## config.mk

```make
export PLATFORM = sky130hd
export DESIGN_NAME = ipsxe_floating_point_accum_mc_v1_0_flat
export DESIGN_NICKNAME = d
export VERILOG_FILES = /design/src/rtl/ipsxe_floating_point_accum_mc_v1_0_if.sv /design/src/rtl/ipsxe_floating_point_accum_mc_v1_0.sv /design/src/flat_wrapper.sv
export SDC_FILE = /design/constraint.sdc
export NUM_CORES = 2
export LEC_CHECK = 0
export BUFFER_PORTS_ARGS = -buffer_cell sky130_fd_sc_hd__buf_2
export CORE_ASPECT_RATIO = 0.9
export CORE_UTILIZATION = 35
export CTS_BUF_LIST = sky130_fd_sc_hd__clkbuf_16
export CTS_CLUSTER_SIZE = 20
export DETAILED_ROUTE_END_ITERATION = 12
export HOLD_SLACK_MARGIN = 0.1
export SYNTH_ARGS = -nofsm -noshare
export SYNTH_HDL_FRONTEND = slang
export SYNTH_SLANG_ARGS = --single-unit
```

## constraint.sdc

```tcl
create_clock -name i_clk -period 9.8 [get_ports i_clk]
set_clock_uncertainty 0.2 [all_clocks]
set_input_delay 0.98 -clock i_clk [delete_from_list [all_inputs] [get_ports i_clk]]
set_output_delay 0.98 -clock i_clk [all_outputs]
set_load 0.02 [all_outputs]
```

## src/rtl/ipsxe_floating_point_accum_mc_v1_0_if.sv

```systemverilog
// Stream bundle for the multi-channel float accumulator: operand beat in, running-sum beat out.
interface ipsxe_floating_point_accum_mc_v1_0_if #(
    parameter int EXP_WIDTH = 8,
    parameter int MAN_WIDTH = 23,
    parameter int CH_WIDTH  = 2
);
    logic [EXP_WIDTH+MAN_WIDTH:0] i_axis_a_tdata;
    logic                         i_axis_operation_tdata;
    logic [CH_WIDTH-1:0]          i_axis_a_tuser;
    logic                         i_axis_a_tvalid;
    logic                         i_axis_a_tlast;
    logic [EXP_WIDTH+MAN_WIDTH:0] o_axis_result_tdata;
    logic [CH_WIDTH-1:0]          o_axis_result_tuser;
    logic                         o_axis_result_tvalid;
    logic                         o_axis_result_tlast;
    logic                         o_invalid_op;
    logic                         o_accum_input_overflow;
    logic                         o_accum_overflow;

    modport slave (
        input  i_axis_a_tdata, i_axis_operation_tdata, i_axis_a_tuser, i_axis_a_tvalid, i_axis_a_tlast,
        output o_axis_result_tdata, o_axis_result_tuser, o_axis_result_tvalid, o_axis_result_tlast,
        output o_invalid_op, o_accum_input_overflow, o_accum_overflow
    );

    modport master (
        output i_axis_a_tdata, i_axis_operation_tdata, i_axis_a_tuser, i_axis_a_tvalid, i_axis_a_tlast,
        input  o_axis_result_tdata, o_axis_result_tuser, o_axis_result_tvalid, o_axis_result_tlast,
        input  o_invalid_op, o_accum_input_overflow, o_accum_overflow
    );
endinterface

```

## src/rtl/ipsxe_floating_point_accum_mc_v1_0.sv

```systemverilog
// Multi-channel float accumulator: classify, float->fixed, per-channel RMW, fixed->float (4 stages).
// IPSXE_FLT_ACCUM_SATURATE_EN: clamp on accumulator overflow instead of going to NaN.
//   state   | meaning
//   ST_NORM | finite running sum held in sum_q
//   ST_NAN  | NaN seen (or overflow); absorbing until tlast
//   ST_PINF | +inf seen
//   ST_NINF | -inf seen
module ipsxe_floating_point_accum_mc_v1_0 #(
    parameter int EXP_WIDTH = 8,
    parameter int MAN_WIDTH = 23,
    parameter int MSB       = 32,
    parameter int LSB       = -31,
    parameter int INPUT_MSB = 32,
    parameter int NUM_CH    = 4,
    parameter int CH_WIDTH  = 2
) (
    input  logic i_clk,
    input  logic i_rst,
    input  logic i_aclken,
    ipsxe_floating_point_accum_mc_v1_0_if.slave bus
);
    localparam int W      = 1 + EXP_WIDTH + MAN_WIDTH;
    localparam int ACC_W  = MSB - LSB + 2;
    localparam int BIAS   = (1 << (EXP_WIDTH - 1)) - 1;
    localparam int NORM_W = ACC_W + MAN_WIDTH;

    typedef enum logic [1:0] {ST_NORM, ST_NAN, ST_PINF, ST_NINF} ch_state_e;
    typedef enum logic [2:0] {CL_FIN, CL_ZERO, CL_NAN, CL_PINF, CL_NINF, CL_INOV} op_class_e;

    logic                    s1_valid_q, s1_valid_d, s1_last_q, s1_last_d, s1_sign_q, s1_sign_d;
    logic [CH_WIDTH-1:0]     s1_ch_q, s1_ch_d;
    op_class_e               s1_cls_q, s1_cls_d;
    logic [EXP_WIDTH-1:0]    s1_exp_q, s1_exp_d;
    logic [MAN_WIDTH-1:0]    s1_man_q, s1_man_d;

    logic                    s2_valid_q, s2_valid_d, s2_last_q, s2_last_d;
    logic [CH_WIDTH-1:0]     s2_ch_q, s2_ch_d;
    op_class_e               s2_cls_q, s2_cls_d;
    logic signed [ACC_W-1:0] s2_val_q, s2_val_d;

    logic signed [ACC_W-1:0] sum_q [NUM_CH];
    logic signed [ACC_W-1:0] sum_d [NUM_CH];
    ch_state_e               st_q  [NUM_CH];
    ch_state_e               st_d  [NUM_CH];

    logic                    s3_valid_q, s3_valid_d, s3_last_q, s3_last_d;
    logic                    s3_inv_q, s3_inv_d, s3_inov_q, s3_inov_d, s3_ovf_q, s3_ovf_d;
    logic [CH_WIDTH-1:0]     s3_ch_q, s3_ch_d;
    ch_state_e               s3_st_q, s3_st_d;
    logic signed [ACC_W-1:0] s3_sum_q, s3_sum_d;

    logic [W-1:0]            out_data_q, out_data_d;
    logic [CH_WIDTH-1:0]     out_ch_q, out_ch_d;
    logic                    out_valid_q, out_valid_d, out_last_q, out_last_d;
    logic                    out_inv_q, out_inv_d, out_inov_q, out_inov_d, out_ovf_q, out_ovf_d;

    // Stage 1: flush denormals, fold subtract into the sign, classify.
    always_comb begin
        s1_exp_d   = bus.i_axis_a_tdata[W-2 -: EXP_WIDTH];
        s1_man_d   = bus.i_axis_a_tdata[MAN_WIDTH-1:0];
        s1_sign_d  = bus.i_axis_a_tdata[W-1] ^ bus.i_axis_operation_tdata;
        s1_valid_d = bus.i_axis_a_tvalid && (int'(bus.i_axis_a_tuser) < NUM_CH);
        s1_last_d  = bus.i_axis_a_tlast;
        s1_ch_d    = bus.i_axis_a_tuser;
        if (s1_exp_d == '1)
            s1_cls_d = (s1_man_d != '0) ? CL_NAN : (s1_sign_d ? CL_NINF : CL_PINF);
        else if (s1_exp_d == '0)
            s1_cls_d = CL_ZERO;
        else if (int'(s1_exp_d) - BIAS > INPUT_MSB)
            s1_cls_d = CL_INOV;
        else
            s1_cls_d = CL_FIN;
    end

    // Stage 2: finite operand to two's-complement fixed point, truncating below 2^LSB.
    always_comb begin
        int                 sh;
        logic [MAN_WIDTH:0] m_full;
        logic [ACC_W-1:0]   mag;
        m_full = {1'b1, s1_man_q};
        sh     = int'(s1_exp_q) - BIAS - MAN_WIDTH - LSB;
        mag    = '0;
        if (s1_cls_q == CL_FIN) begin
            if (sh >= 0) mag = ACC_W'(m_full) << sh;
            else         mag = ACC_W'(m_full >> (-sh));
        end
        s2_val_d   = s1_sign_q ? -mag : mag;
        s2_valid_d = s1_valid_q;
        s2_last_d  = s1_last_q;
        s2_ch_d    = s1_ch_q;
        s2_cls_d   = s1_cls_q;
    end

    // Stage 3: read-modify-write of the channel entry in a single cycle, so no forwarding is needed.
    always_comb begin
        logic signed [ACC_W-1:0] base;
        logic signed [ACC_W-1:0] total;
        ch_state_e               cur;
        ch_state_e               nxt;
        logic                    ovf;
        logic                    inv;
        sum_d = sum_q;
        st_d  = st_q;
        base  = '0;
        cur   = ST_NORM;
        for (int c = 0; c < NUM_CH; c++) begin
            if (int'(s2_ch_q) == c) begin
                base = sum_q[c];
                cur  = st_q[c];
            end
        end
        total = base + s2_val_q;
        ovf   = (base[ACC_W-1] == s2_val_q[ACC_W-1]) && (total[ACC_W-1] != base[ACC_W-1]);
        nxt   = cur;
        inv   = 1'b0;
        case (cur)
            ST_NORM: begin
                case (s2_cls_q)
                    CL_PINF:         nxt = ST_PINF;
                    CL_NINF:         nxt = ST_NINF;
                    CL_NAN, CL_INOV: nxt = ST_NAN;
                    default:         ;
                endcase
`ifdef IPSXE_FLT_ACCUM_SATURATE_EN
                if (ovf) total = base[ACC_W-1] ? {1'b1, {(ACC_W-1){1'b0}}} : {1'b0, {(ACC_W-1){1'b1}}};
`else
                if (ovf) nxt = ST_NAN;
`endif
            end
            ST_PINF: if (s2_cls_q == CL_NINF) begin nxt = ST_NAN; inv = 1'b1; end
            ST_NINF: if (s2_cls_q == CL_PINF) begin nxt = ST_NAN; inv = 1'b1; end
            default: ;
        endcase
        // A tlast beat reports its own sum, then leaves the channel clean for the next reduction.
        for (int c = 0; c < NUM_CH; c++) begin
            if (s2_valid_q && int'(s2_ch_q) == c) begin
                sum_d[c] = s2_last_q ? '0 : total;
                st_d[c]  = s2_last_q ? ST_NORM : nxt;
            end
        end
        s3_sum_d   = total;
        s3_st_d    = nxt;
        s3_valid_d = s2_valid_q;
        s3_last_d  = s2_last_q;
        s3_ch_d    = s2_ch_q;
        s3_inv_d   = s2_valid_q && inv;
        s3_inov_d  = s2_valid_q && (s2_cls_q == CL_INOV);
        s3_ovf_d   = s2_valid_q && ovf;
    end

    // Stage 4: sign-magnitude, leading-one normalise, truncate mantissa; special states override.
    always_comb begin
        logic [ACC_W-1:0]     mag;
        logic [NORM_W-1:0]    norm;
        logic [EXP_WIDTH-1:0] e;
        int                   p;
        mag = s3_sum_q[ACC_W-1] ? -s3_sum_q : s3_sum_q;
        p   = 0;
        for (int i = 0; i < ACC_W; i++) if (mag[i]) p = i;
        norm = {mag, {MAN_WIDTH{1'b0}}} << (ACC_W - 1 - p);
        e    = EXP_WIDTH'(p + LSB + BIAS);
        if (mag == '0) out_data_d = '0;
        else           out_data_d = {s3_sum_q[ACC_W-1], e, MAN_WIDTH'(norm >> (ACC_W - 1))};
        case (s3_st_q)
            ST_NAN:  out_data_d = {1'b0, {EXP_WIDTH{1'b1}}, 1'b1, {(MAN_WIDTH-1){1'b0}}};
            ST_PINF: out_data_d = {1'b0, {EXP_WIDTH{1'b1}}, {MAN_WIDTH{1'b0}}};
            ST_NINF: out_data_d = {1'b1, {EXP_WIDTH{1'b1}}, {MAN_WIDTH{1'b0}}};
            default: ;
        endcase
        out_valid_d = s3_valid_q;
        out_last_d  = s3_last_q;
        out_ch_d    = s3_ch_q;
        out_inv_d   = s3_inv_q;
        out_inov_d  = s3_inov_q;
        out_ovf_d   = s3_ovf_q;
    end

    always_ff @(posedge i_clk) begin
        if (i_rst) begin
            s1_valid_q <= 1'b0; s1_last_q <= 1'b0; s1_sign_q <= 1'b0; s1_ch_q <= '0;
            s1_cls_q   <= CL_ZERO; s1_exp_q <= '0; s1_man_q <= '0;
            s2_valid_q <= 1'b0; s2_last_q <= 1'b0; s2_ch_q <= '0; s2_cls_q <= CL_ZERO; s2_val_q <= '0;
            for (int c = 0; c < NUM_CH; c++) begin
                sum_q[c] <= '0;
                st_q[c]  <= ST_NORM;
            end
            s3_valid_q <= 1'b0; s3_last_q <= 1'b0; s3_ch_q <= '0; s3_st_q <= ST_NORM; s3_sum_q <= '0;
            s3_inv_q   <= 1'b0; s3_inov_q <= 1'b0; s3_ovf_q <= 1'b0;
            out_data_q <= '0; out_ch_q <= '0; out_valid_q <= 1'b0; out_last_q <= 1'b0;
            out_inv_q  <= 1'b0; out_inov_q <= 1'b0; out_ovf_q <= 1'b0;
        end else if (i_aclken) begin
            s1_valid_q <= s1_valid_d; s1_last_q <= s1_last_d; s1_sign_q <= s1_sign_d; s1_ch_q <= s1_ch_d;
            s1_cls_q   <= s1_cls_d; s1_exp_q <= s1_exp_d; s1_man_q <= s1_man_d;
            s2_valid_q <= s2_valid_d; s2_last_q <= s2_last_d; s2_ch_q <= s2_ch_d;
            s2_cls_q   <= s2_cls_d; s2_val_q <= s2_val_d;
            sum_q      <= sum_d;
            st_q       <= st_d;
            s3_valid_q <= s3_valid_d; s3_last_q <= s3_last_d; s3_ch_q <= s3_ch_d;
            s3_st_q    <= s3_st_d; s3_sum_q <= s3_sum_d;
            s3_inv_q   <= s3_inv_d; s3_inov_q <= s3_inov_d; s3_ovf_q <= s3_ovf_d;
            out_data_q <= out_data_d; out_ch_q <= out_ch_d; out_valid_q <= out_valid_d;
            out_last_q <= out_last_d; out_inv_q <= out_inv_d; out_inov_q <= out_inov_d;
            out_ovf_q  <= out_ovf_d;
        end
    end

    assign bus.o_axis_result_tdata    = out_data_q;
    assign bus.o_axis_result_tuser    = out_ch_q;
    assign bus.o_axis_result_tvalid   = out_valid_q;
    assign bus.o_axis_result_tlast    = out_last_q;
    assign bus.o_invalid_op           = out_inv_q;
    assign bus.o_accum_input_overflow = out_inov_q;
    assign bus.o_accum_overflow       = out_ovf_q;
endmodule

```

## src/flat_wrapper.sv

```systemverilog
// flat-port wrapper written by rule: the top's interface ports become plain ports
module ipsxe_floating_point_accum_mc_v1_0_flat 
#(
    parameter int EXP_WIDTH = 8,
    parameter int MAN_WIDTH = 23,
    parameter int MSB       = 32,
    parameter int LSB       = -31,
    parameter int INPUT_MSB = 32,
    parameter int NUM_CH    = 4,
    parameter int CH_WIDTH  = 2
)
  (i_clk, i_rst, i_aclken, bus_i_axis_a_tdata, bus_i_axis_operation_tdata, bus_i_axis_a_tuser, bus_i_axis_a_tvalid, bus_i_axis_a_tlast, bus_o_axis_result_tdata, bus_o_axis_result_tuser, bus_o_axis_result_tvalid, bus_o_axis_result_tlast, bus_o_invalid_op, bus_o_accum_input_overflow, bus_o_accum_overflow);
  ipsxe_floating_point_accum_mc_v1_0_if #(.EXP_WIDTH(EXP_WIDTH), .MAN_WIDTH(MAN_WIDTH), .CH_WIDTH(CH_WIDTH)) bus_i ();
  input  logic i_clk;
  input  logic i_rst;
  input  logic i_aclken;
  input wire logic [$bits(bus_i.i_axis_a_tdata)-1:0] bus_i_axis_a_tdata;
  input wire logic [$bits(bus_i.i_axis_operation_tdata)-1:0] bus_i_axis_operation_tdata;
  input wire logic [$bits(bus_i.i_axis_a_tuser)-1:0] bus_i_axis_a_tuser;
  input wire logic [$bits(bus_i.i_axis_a_tvalid)-1:0] bus_i_axis_a_tvalid;
  input wire logic [$bits(bus_i.i_axis_a_tlast)-1:0] bus_i_axis_a_tlast;
  output wire logic [$bits(bus_i.o_axis_result_tdata)-1:0] bus_o_axis_result_tdata;
  output wire logic [$bits(bus_i.o_axis_result_tuser)-1:0] bus_o_axis_result_tuser;
  output wire logic [$bits(bus_i.o_axis_result_tvalid)-1:0] bus_o_axis_result_tvalid;
  output wire logic [$bits(bus_i.o_axis_result_tlast)-1:0] bus_o_axis_result_tlast;
  output wire logic [$bits(bus_i.o_invalid_op)-1:0] bus_o_invalid_op;
  output wire logic [$bits(bus_i.o_accum_input_overflow)-1:0] bus_o_accum_input_overflow;
  output wire logic [$bits(bus_i.o_accum_overflow)-1:0] bus_o_accum_overflow;
  assign bus_i.i_axis_a_tdata = bus_i_axis_a_tdata;
  assign bus_i.i_axis_operation_tdata = bus_i_axis_operation_tdata;
  assign bus_i.i_axis_a_tuser = bus_i_axis_a_tuser;
  assign bus_i.i_axis_a_tvalid = bus_i_axis_a_tvalid;
  assign bus_i.i_axis_a_tlast = bus_i_axis_a_tlast;
  assign bus_o_axis_result_tdata = bus_i.o_axis_result_tdata;
  assign bus_o_axis_result_tuser = bus_i.o_axis_result_tuser;
  assign bus_o_axis_result_tvalid = bus_i.o_axis_result_tvalid;
  assign bus_o_axis_result_tlast = bus_i.o_axis_result_tlast;
  assign bus_o_invalid_op = bus_i.o_invalid_op;
  assign bus_o_accum_input_overflow = bus_i.o_accum_input_overflow;
  assign bus_o_accum_overflow = bus_i.o_accum_overflow;
  ipsxe_floating_point_accum_mc_v1_0 #(.EXP_WIDTH(EXP_WIDTH), .MAN_WIDTH(MAN_WIDTH), .MSB(MSB), .LSB(LSB), .INPUT_MSB(INPUT_MSB), .NUM_CH(NUM_CH), .CH_WIDTH(CH_WIDTH)) u_core (.i_clk(i_clk), .i_rst(i_rst), .i_aclken(i_aclken), .bus(bus_i));
endmodule
```

# ---- Word-level counts from Yosys, hierarchy flattened
# Index checks and enable logic that the tools add are counted.
dict set report word_totals {
  reg_bits 492
  word_cells 179
  output_inout_bits 39
}
dict set report op_classes {
  eq_ne 15
  mux 93
  order_cmp 2
  bitwise 1
  n_shift 3
  n_addsub 11
  n_reduce_logical 19
}
# operator n
set op_table {}
lappend op_table {{$mux W65} 9}
lappend op_table {{$mux W6} 32}
lappend op_table {{$neg A65 Y65} 2}
lappend op_table {{$pmux W32 S3} 1}
lappend op_table {{$shl A88 B32 Y87} 1}
lappend op_table {{$mux W5} 16}
lappend op_table {{$add A65 B65 Y65} 1}
lappend op_table {{$logic_not A65 Y1} 1}
lappend op_table {{$shl A24 B32 Y65} 1}
lappend op_table {{$shr A24 B32 Y65} 1}
lappend op_table {{$sub A32 B6 Y32 const B} 2}
lappend op_table {{$ge A32 B1 Y1 const B} 1}
lappend op_table {{$gt A32 B7 Y1 const B} 1}
lappend op_table {{$mux W32} 1}
lappend op_table {{$mux W4} 8}
lappend op_table {{$neg A32 Y32} 1}
lappend op_table {{$mux W3} 9}
lappend op_table {{$reduce_bool A23 Y1} 1}
lappend op_table {{$mux W2} 10}
lappend op_table {{$sub A8 B7 Y9 const B} 2}
lappend op_table {{$eq A2 B2 Y1 const B} 6}
lappend op_table {{$pmux W2 S3} 2}
lappend op_table {{$add A8 B6 Y8 const B} 1}
lappend op_table {{$add A8 B8 Y8 const B} 1}
lappend op_table {{other kinds (17)} 33}

# ---- Longest topological paths before layout
dict set report depth {
  depth_word 70
  depth_mapped 32
  mapped_depth_nobuf 25
}

# ---- Least setup slack after synthesis
# Ideal clock, no wire load.
dict set report synth_path {
  path_type {reg2reg}
  start {register u_core.s1_exp_q[1]}
  end {register u_core.s2_val_q[25]}
  setup_time_ns 0.086
  stages_incl_launch_ff 30
  path_slack_ns 3.003
  t_required_ns 9.514
  arrival_ns 6.512
  path_cell_list {dfxtp_1 and3_1 xnor2_1 inv_2 buf_2 buf_1 clkbuf_1 clkbuf_1 ha_1 buf_2 nand4b_1 ha_1 and4b_1 nand2_1 nor2_1 nand2_1 a2111oi_4 mux2_2 or3_1 buf_2 or4_1 buf_2 o21ai_0 nand2_1 nand4b_1 or2_2 buf_2 nor2_1 or3_1 a211oi_1}
}
dict set report synth_between {
  elab_chain_len 9
  word_cells_on_any_way 11
  classes_between {5 x add/sub; 1 x order compare; 2 x shift; 3 x mux}
}
# element line_no
set synth_rtl {}
lappend synth_rtl {{start, declared} ipsxe_floating_point_accum_mc_v1_0.sv:33} ;# logic [EXP_WIDTH-1:0] s1_exp_q, s1_exp_d;
lappend synth_rtl {{start signal, assigned} ipsxe_floating_point_accum_mc_v1_0.sv:193} ;# s1_cls_q <= s1_cls_d; s1_exp_q <= s1_exp_d; s1_man_q <= s1_man_d;
lappend synth_rtl {{$sub A8 B7 Y9 (*)} ipsxe_floating_point_accum_mc_v1_0.sv:81} ;# sh = int'(s1_exp_q) - BIAS - MAN_WIDTH - LSB;
lappend synth_rtl {{$sub A32 B6 Y32 (*) (2 in series)} ipsxe_floating_point_accum_mc_v1_0.sv:81}
lappend synth_rtl {{$neg A32 Y32} ipsxe_floating_point_accum_mc_v1_0.sv:85} ;# else mag = ACC_W'(m_full >> (-sh));
lappend synth_rtl {{$shr A24 B32 Y65} ipsxe_floating_point_accum_mc_v1_0.sv:85}
lappend synth_rtl {{$mux W65 (*)} ipsxe_floating_point_accum_mc_v1_0.sv:84} ;# if (sh >= 0) mag = ACC_W'(m_full) << sh;
lappend synth_rtl {{$mux W65 (*)} ipsxe_floating_point_accum_mc_v1_0.sv:83} ;# if (s1_cls_q == CL_FIN) begin
lappend synth_rtl {{$neg A65 Y65} ipsxe_floating_point_accum_mc_v1_0.sv:87} ;# s2_val_d = s1_sign_q ? -mag : mag;
lappend synth_rtl {{$mux W65 (*)} ipsxe_floating_point_accum_mc_v1_0.sv:87}
lappend synth_rtl {{end signal, assigned} ipsxe_floating_point_accum_mc_v1_0.sv:195} ;# s2_cls_q <= s2_cls_d; s2_val_q <= s2_val_d;
lappend synth_rtl {{end, declared} ipsxe_floating_point_accum_mc_v1_0.sv:39} ;# logic signed [ACC_W-1:0] s2_val_q, s2_val_d;
# Mark *: on every way between the ends. The rest lies on a longest branch, timed or not.
# A chain may end at the register's enable or synchronous reset.

# ---- Final worst setup path
dict set report layout_path {
  start {register u_core.s1_exp_q[2]}
  end {register u_core.s2_val_q[25]}
}
# The elaborated chain is that of the path after synthesis.

==> results.yml <==
run_status:
  outcome: "finished, final reports clean"
die:
  dieArea_um2: 113000
  core_um2: 110000
  die_y_um: 318
  io_pins: 79
  rows: 115
  start_util_pct: 35.5
  fp.dieW_um: 354
cts:
  cts_made_buffers: 52
  clk_latency_ns: 0.63
  holdBufCountCts: 0
  cts_sinks: 492
  cts.clk_slew.worst_paths_ns: 0.06
  cts_setup_buffers: 0
  cts_tree: "done"
  clockRootBuffer: "clkbuf_16"
  h-tree-depth: 2
  post_cts_resized: 0
  clockBufferDepth: 3
critical_path:
  cp.required_ns: 10.13
  start_kind: "register"
  cpMaxStageDelayCell: "nor4_1"
  arrival_ns: 8.97
  cp_cell_sequence: "nand3_1 -> xnor2_1 -> ha_1 -> nand4b_1 -> ha_1 -> nor2_1 -> nand4_1 -> or3_1 -> nor3_1 -> o21ai_0 -> nor3_1 -> o221ai_2 -> nor4_1 -> nand2_1 -> o221ai_1 -> nand4b_1 -> or2_2 -> nor2_1 -> or3_1 -> a211oi_1"
  cp_max_fo: 41
  reg2reg_setup_slack_ns: 1.16
  max_stage_delay_ns: 1.16
  crit_type: "register to register"
  endpoint_kind: "register"
place:
  place_area_um2: 40200
  place_ws_ns: 1.33
  gp_congestion: 1.03
  dp_hpwl_um: 108000
  buffer_ports.inserted: 78
route:
  drc: 0
  drtPass1Iterations: 8
  routed_wl_um: 148000
  drt.antenna.violating_nets: 0
  wl_per_cell_um: 23.2
  drt_iter0_markers: 5015
  via_per_inst: 6.21
  vias: 39500
logic_synthesis:
  synth-edff-count: 0
  synth_compound_area_share_pct: 23.5
  synthTopCellsByCount: "724 x nand2_1, 539 x nor2_1, 492 x dfxtp_1"
  syn_area_um2: 38900
  yosysWarnings: 0
  synth_fp_nets: 5192
  synth.area.top_cells: "dfxtp_1 25%, mux4_2 8.4%, nand2_1 7.0%"
  ys_types: 105
  synth_top_family_by_area: "simple AND/OR/NAND/NOR gates"
  synthAdderAreaFrac_pct: 2.53
  avgSynthCellArea_um2: 7.67
  post-synth-top-count-cell: "nand2_1"
  synth-seq-area-share_pct: 25.3
  netlist.area_leader.share_pct: 25.3
  synth_area_leader_cell: "dfxtp_1"
  yosys_register_bits: 492
  synth_mux_area_share_pct: 14.3
  synth_ff_type: "dfxtp_1"
  async_reset_ff_share_pct: 0
  syn_inst: 5074
  synth-xor-area-share_pct: 5.11
  yosys.area_share.simple_pct: 24.1
timing:
  fmax_mhz: 116
  rsz0062_at_grt: "no"
  maxSlewHeadroom_pct: 12.3
  slew_viol_final: 0
  period_needed_ns: 8.64
  layout_worst_path_cycle_share_pct: 88.2
  hold_viol_final: 0
  finalSetupViolCount: 0
  setup_tns_ns: 0
  layout_setup_ws_ns: 1.16
  max_slew.worst_pin.slew_ns: 1.30
power:
  max-vdd-ir-drop_uv: 135
  p_leak_nw: 15.3
  power.switching_mw: 3.01
  intPower_mw: 4.28
  p_seq_share_pct: 29.6
  pwr-share-comb_pct: 43.2
  fin_total_pwr_mw: 7.29
  cellPowerDensity_nw_per_um2: 174
  p_sw_share_pct: 41.2
  clock_power_share_pct: 27.2
finish:
  drive_above_1_share_pct: 10.9
  layout.nets: 4975
  area_growth_pct: 7.56
  final_area_um2: 41900
global_route:
  antenna_found_initial: 0
  grt_max_degree: 110
  grt_pass1_vias: 35500
  grt_overflow: 0
  grtUsageTotal_pct: 25.1
  grt_pass1_wl_um: 224000
hold_path:
  hold_path.class: "register to register"
job:
  maxCapViolCount: 0
critical path: cells and delay by family, from the launching register on:
family / cells / cell delay [ns]
AOI/OAI and AO/OA: 4 / 1.12
xor gates and xnor gates: 1 / 0.45
adders and majority gates: 2 / 1.01
DFF: 1 / 0.95
and+or+nand+nor: 13 / 4.81
worst paths after layout:
path / startpoint / to / cells past startpoint
hold / removal: u_core.sum_q[133] / u_core.sum_q[133] / 2
hold reg to reg: u_core.sum_q[133] / u_core.sum_q[133] / 2
setup / recovery: u_core.s1_exp_q[2] / u_core.s2_val_q[25] / 20
setup reg to reg: u_core.s1_exp_q[2] / u_core.s2_val_q[25] / 20
layout make-up:
cell class                 instances  area [um^2]
antenna                            1         2.50
clock buffer                      52         1300
clock inverter                    42          368
fill                           11400        67900
inverter                          53          199
multi-input combinational       4090        27200
sequential                       492         9870
tap                             1462         1830
timing repair buffer             168         1080
per-layer routing:
layer  vias to the layer above  share of wire (%)  track usage, %
met5                         -                  0               0
met4                         0                2.7            6.96
met3                       239                9.3            4.10
met2                      1927                 43            37.0
met1                     19100                 45            37.2
li1                      18200                  -               -
metrics by stage:
step | util, % | hold WS [ns] | instances
5_1_grt | 38.1 | 0.270 | 6359
2_1_floorplan | - | 0.229 | 5074
3_5_place_dp | 36.6 | 0.243 | 6264
6_report | 38.1 | 0.252 | 6360
3_3_place_gp | 36.6 | 0.238 | 6264
4_1_cts | 38.1 | 0.252 | 6358
registers in the layout, indices dropped and copies added, names as in the netlist, 2 cells and up:
register and count:
u_core.out_ch_d 2, u_core.sum_q 260, u_core.s2_ch_q 2, u_core.st_q 8
u_core.s1_exp_q 8, u_core.s2_val_q 65, u_core.s3_st_q 2, u_core.s3_sum_q 65
u_core.s2_cls_q 3, u_core.s1_ch_q 2, u_core.bus.o_axis_result_tdata 32, u_core.s1_cls_q 3
u_core.s1_man_q 23, u_core.bus.o_axis_result_tuser 2
cells by family (layout without fill, tap and decap cells):
group,count (synthesis),after routing
muxes,370,370
adders and majority gates,78,78
DFF,492,492
other,0,1
AOI/OAI and AO/OA,1407,1407
and+or+nand+nor,2013,2013
xor gates and xnor gates,222,222
buffers and inverters,492,315
layout by cell type, fill, tap and decap left out, drive strengths merged, types with 31 or more instances in the layout:
| cell type | instances |
|---|---|
| a211oi | 81 |
| a21o | 67 |
| a21oi | 418 |
| a22oi | 38 |
| a31oi | 55 |
| and2 | 31 |
| and3 | 37 |
| buf | 166 |
| clkbuf | 54 |
| dfxtp | 492 |
| ha | 77 |
| inv | 69 |
| mux2 | 31 |
| mux2i | 193 |
| mux4 | 146 |
| nand2 | 725 |
| nand2b | 52 |
| nand3 | 141 |
| nand4 | 63 |
| nor2 | 541 |
| nor2b | 36 |
| nor3 | 125 |
| nor4 | 76 |
| o211ai | 61 |
| o21a | 42 |
| o21ai | 294 |
| o31ai | 54 |
| or2 | 36 |
| or3 | 46 |
| xnor2 | 133 |
| xor2 | 87 |
power groups by stage:
stage	Sequential, mW	Clock, mW	Combinational, mW
2_1_floorplan	2.20	0	2.14
3_3_place_gp	2.19	0	3.06
3_5_place_dp	2.20	0	3.04
4_1_cts	2.15	2.02	3.05
5_1_grt	2.16	2.10	3.32
6_report	2.16	1.99	3.15
Power figures use the tool's default switching activity.
